==> src/rtl/pac_sprite_sched.sv <==
// rtl/pac_sprite_sched.sv - Pac-Man sprite ROM scheduler with mouth animation and round-robin fetch arbiter
module pac_sprite_sched #(
  parameter int ANIM_FRAMES = 8,
  parameter int CNT_W       = 8
) (
  input  logic        Clk,
  input  logic        Reset_n,
  input  logic        frame_tick,
  input  logic [1:0]  dir,
  input  logic        moving,
  input  logic        pac_req,
  input  logic [3:0]  pac_row,
  output logic        pac_ack,
  input  logic        ghost_req,
  input  logic [3:0]  ghost_row,
  output logic        ghost_ack,
  output logic [15:0] rd_data,
  output logic [6:0]  rom_addr,
  input  logic [15:0] rom_data,
  output logic        mouth_open
);

  typedef enum logic [1:0] {
    IDLE = 2'd0,
    ADDR = 2'd1,
    DATA = 2'd2
  } state_t;

  localparam logic GNT_PAC   = 1'b0;
  localparam logic GNT_GHOST = 1'b1;

  localparam logic [2:0] SPR_LEFT   = 3'd0;
  localparam logic [2:0] SPR_CLOSED = 3'd1;
  localparam logic [2:0] SPR_GHOST  = 3'd2;
  localparam logic [2:0] SPR_UP     = 3'd3;
  localparam logic [2:0] SPR_DOWN   = 3'd4;
  localparam logic [2:0] SPR_RIGHT  = 3'd5;

  localparam logic [CNT_W-1:0] ANIM_LAST = CNT_W'(ANIM_FRAMES - 1);

  state_t           r_state;
  logic             r_last_grant;
  logic [CNT_W-1:0] r_anim_cnt;
  logic             r_mouth_open;
  logic [6:0]       r_rom_addr;
  logic [15:0]      r_rd_data;
  logic             r_pac_ack;
  logic             r_ghost_ack;

  logic [2:0]       w_pac_sprite;
  logic             w_pac_win;

  // Pac-Man sprite: closed mouth overrides heading
  always_comb begin
    w_pac_sprite = SPR_LEFT;
    if (!r_mouth_open) begin
      w_pac_sprite = SPR_CLOSED;
    end else begin
      case (dir)
        2'b00:   w_pac_sprite = SPR_LEFT;
        2'b01:   w_pac_sprite = SPR_UP;
        2'b10:   w_pac_sprite = SPR_DOWN;
        default: w_pac_sprite = SPR_RIGHT;
      endcase
    end
  end

  // Pac-Man wins when alone, or on a tie when the ghost was served last
  assign w_pac_win = pac_req && (!ghost_req || (r_last_grant == GNT_GHOST));

  // Mouth animation; standing still forces an open mouth and restarts the phase
  always_ff @(posedge Clk or negedge Reset_n) begin
    if (!Reset_n) begin
      r_anim_cnt   <= '0;
      r_mouth_open <= 1'b1;
    end else if (!moving) begin
      r_anim_cnt   <= '0;
      r_mouth_open <= 1'b1;
    end else if (frame_tick) begin
      if (r_anim_cnt == ANIM_LAST) begin
        r_anim_cnt   <= '0;
        r_mouth_open <= ~r_mouth_open;
      end else begin
        r_anim_cnt <= r_anim_cnt + 1'b1;
      end
    end
  end

  // Fetch sequencer: grant and latch address, capture ROM row, then pulse the winner's ack
  always_ff @(posedge Clk or negedge Reset_n) begin
    if (!Reset_n) begin
      r_state      <= IDLE;
      r_last_grant <= GNT_GHOST;
      r_rom_addr   <= '0;
      r_rd_data    <= '0;
      r_pac_ack    <= 1'b0;
      r_ghost_ack  <= 1'b0;
    end else begin
      case (r_state)
        IDLE: begin
          r_pac_ack   <= 1'b0;
          r_ghost_ack <= 1'b0;
          if (w_pac_win) begin
            r_rom_addr   <= {w_pac_sprite, pac_row};
            r_last_grant <= GNT_PAC;
            r_state      <= ADDR;
          end else if (ghost_req) begin
            r_rom_addr   <= {SPR_GHOST, ghost_row};
            r_last_grant <= GNT_GHOST;
            r_state      <= ADDR;
          end
        end
        ADDR: begin
          r_rd_data   <= rom_data;
          r_pac_ack   <= (r_last_grant == GNT_PAC);
          r_ghost_ack <= (r_last_grant == GNT_GHOST);
          r_state     <= DATA;
        end
        DATA: begin
          r_pac_ack   <= 1'b0;
          r_ghost_ack <= 1'b0;
          r_state     <= IDLE;
        end
        default: begin
          r_pac_ack   <= 1'b0;
          r_ghost_ack <= 1'b0;
          r_state     <= IDLE;
        end
      endcase
    end
  end

  assign pac_ack    = r_pac_ack;
  assign ghost_ack  = r_ghost_ack;
  assign rd_data    = r_rd_data;
  assign rom_addr   = r_rom_addr;
  assign mouth_open = r_mouth_open;

endmodule

==> config.mk <==
export PLATFORM = sky130hd
export DESIGN_NAME = pac_sprite_sched
export DESIGN_NICKNAME = d
export VERILOG_FILES = /design/src/rtl/pac_sprite_sched.sv
export SDC_FILE = /design/constraint.sdc
export NUM_CORES = 1
export LEC_CHECK = 0
export BUFFER_PORTS_ARGS = -buffer_cell sky130_fd_sc_hd__buf_2
export CORE_ASPECT_RATIO = 1.75
export CORE_MARGIN = 1
export CORE_UTILIZATION = 52
export CTS_CLUSTER_SIZE = 20
export DETAILED_ROUTE_END_ITERATION = 8
export PLACE_DENSITY = 0.83
export RECOVER_POWER = 100
export SLEW_MARGIN = 20
export SYNTH_ARGS = -nofsm -noshare
export SYNTH_HDL_FRONTEND = slang
export SYNTH_SLANG_ARGS = --single-unit
==> constraint.sdc <==
create_clock -name Clk -period 2.1 [get_ports Clk]
set_input_delay 0.105 -clock Clk [delete_from_list [all_inputs] [get_ports Clk]]
set_output_delay 0.105 -clock Clk [all_outputs]
set_load 0.05 [all_outputs]
==> impl_metrics.yaml <==
outcome:
  status: "finished, violations left"
  failed_checks: "DRC"
placed_design:
  gp_congestion: 0.750
  postPlaceCellArea_um2: 1890
  post-dp-hpwl_um: 2560
  port_buffers: 57
power:
  ir_worst_vdd_mv: 0.713
  p_clk_share_pct: 16.3
  internal_power_w: 0.00169
  swShare_pct: 48.4
  share_seq_of_total_power_pct: 34.4
  combPwrFrac_pct: 49.3
  power_switching_w: 0.00159
  power_density_nw_per_um2: 1670
  p_leak_nw: 0.868
  p_total_w: 0.00328
finish:
  drive_gt1_share_pct: 29.4
  multiInputGateArea_um2: 623
  seqCellArea_um2: 928
  nets: 229
  area_growth_pct: 23.1
  final_common_cell: "dfrtp_1"
  n_antenna_cell: 0
  final_cell_mix: "dfrtp_1 (35), buf_2 (30), clkbuf_1 (26)"
  n_fill_cell: 244
  stdcell_area_um2: 1970
global_route:
  grt_usage_pct: 22.4
  grt_overflow: 0
  grt_pass1_vias: 1277
  grt_first_pass_wirelength_um: 5340
  grt_max_degree: 38
  antenna_found_initial: 0
sta:
  fin_skew_ps: 3.86
  tightest_slew_ps: 883
  rsz0062_at_grt: "false"
  timing.fmax_mhz: 622
  period_minus_slack_ps: 1610
  slew_headroom_pct: 41.2
  setup_viol: 0
  fin_crit_sh_pct: 76.6
  finalSetupTns_ps: 0
  final-hold-violation-count: 0
  hold_ws_ps: 47.5
  drv_slew: 0
floorplanning:
  die_y_um: 75.3
  core_um2: 2930
  pin_count: 58
  rows: 26
  start_util_pct: 54.5
  dieArea_um2: 3300
  die_w_um: 43.9
min_path:
  hp-class: "in -> reg"
setup_path:
  worstPathArrival_ps: 1770
  crit_path_start_kind: "flip-flop"
  cp.required_ps: 2260
  setup.worst_path.end_class: "flip-flop"
  crit_fanout: 6
  critPathKind: "reg -> reg"
job:
  cap_violations: 0
cts:
  cts_setup_buffers: 0
  tritoncts: "built"
  cts_root_buf: "clkbuf_8"
  cts_resized: 0
  cts.sinks: 37
  clkTransAtPathRegs_ps: 70
  numCtsBuffers: 5
  ctsHoldBuffers: 1
  cts_buffer_depth: 2
  clk-insertion-delay-late_ps: 290
  h-tree-depth: 2
drt:
  vias: 1289
  drt-total-wl_um: 3430
  postRouteAntennaNets: 0
  drcViolationCount: 3
  viasPerCell: 5.73
  wl_per_cell_um: 15.2
  first_iter_violations: 34
  first_pass_iters: 6
synthesis:
  synth_cells: 137
  synth.avg_cell_area_um2: 11.7
  yosysUniqueCellTypes: 31
  synth_warnings: 0
  seq_area_frac_synth_pct: 58.2
  syn_nets: 170
  netlist_area_um2: 1600
  synth_seq_cells: 37
-- power by group through the flow --
stage          sequential [W]  combinational [W]  clock [W]
3_3_place_gp          0.00112            0.00166          0
4_1_cts               0.00112            0.00170   0.000546
3_5_place_dp          0.00114            0.00170          0
6_report              0.00113            0.00162   0.000534
5_1_grt               0.00116            0.00171   0.000572
2_1_floorplan         0.00197           0.000474          0
-- flip-flops by register name, indices dropped and copies added (netlist names) --
name / flops
rom_addr: 7
r_last_grant: 1
rd_data: 16
r_state: 2
r_anim_cnt: 8
mouth_open: 1
ghost_ack: 1
pac_ack: 1
-- per-stage QoR --
stage,util [%],std cells,worst slack (ps)
after floorplan,-,137,669
after global placement,64.6,216,635
after detailed placement,64.6,216,572
after CTS,68.4,225,546
after global routing,67.1,225,415
final,67.1,225,491
-- path summary, 6_finish.rpt --
check / startpoint / end / slack [ps] / cells past startpoint
worst max-delay path: r_anim_cnt[5] / r_anim_cnt[1] / 490 / 3
worst min-delay path: rom_data[4] / rd_data[4] / 50 / 2
worst max register to register: r_anim_cnt[5] / r_anim_cnt[1] / 490 / 3
worst min register to register: rd_data[2] / rd_data[2] / 500 / 1
max in group asynchronous: Reset_n / rom_addr[2] / 1090 / 2
min in group asynchronous: Reset_n / rd_data[1] / 460 / 2
-- logic make-up after synthesis --
group | synth area share [%]
and+or+nand+nor | 15.8
DFF | 58.2
AOI/OAI and AO/OA | 9.64
muxes | 11.9
buffers and inverters | 2.59
xor gates and xnor gates | 1.10
adders and majority gates | 0.784
-- cell usage after synthesis (all sizes together) --
cell type	instances	area [um^2]
nand2	9	33.8
a31oi	4	25.0
or3	1	6.26
o22a	1	8.76
nand2b	2	12.5
nor2b	4	25.0
and2	4	25.0
nor4	1	6.26
mux2i	1	10.0
o21ai	7	35.0
nor2	4	15.0
xnor2	2	17.5
nor3	1	5.00
o31ai	3	22.5
dfstp	2	52.6
o22ai	4	25.0
nand3b	6	45.0
a21oi	6	30.0
nand4b	1	8.76
ha	1	12.5
nand3	5	25.0
nand4	2	12.5
buf	3	15.0
dfrtp	35	876
clkbuf	3	11.3
inv	4	15.0
mux2	16	180
or2	1	6.26
o21a	1	7.51
or4	3	26.3
-- critical path, stage by stage, from the launching register on --
cell and delay (ps):
dfrtp_1 420, or4_1 620, nor3_1 280, o22ai_1 150
-- final cells by class --
type	count	area share (%)
multi-input cells	90	31.7
well taps	28	1.78
clock buffers	7	4.90
clock inverters	1	0.255
inverters	4	0.764
flip-flops and latches	37	47.2
repair buffers	58	13.4
-- layer usage --
metal  vias up  wire length, um  track usage (%)
li1        605                -                -
met1       641             1190             21.6
met2        36             2030             41.0
met3         7              142             6.40
met4         0               62             13.5
met5         -                0                0
(Power assumes the default switching activity.)
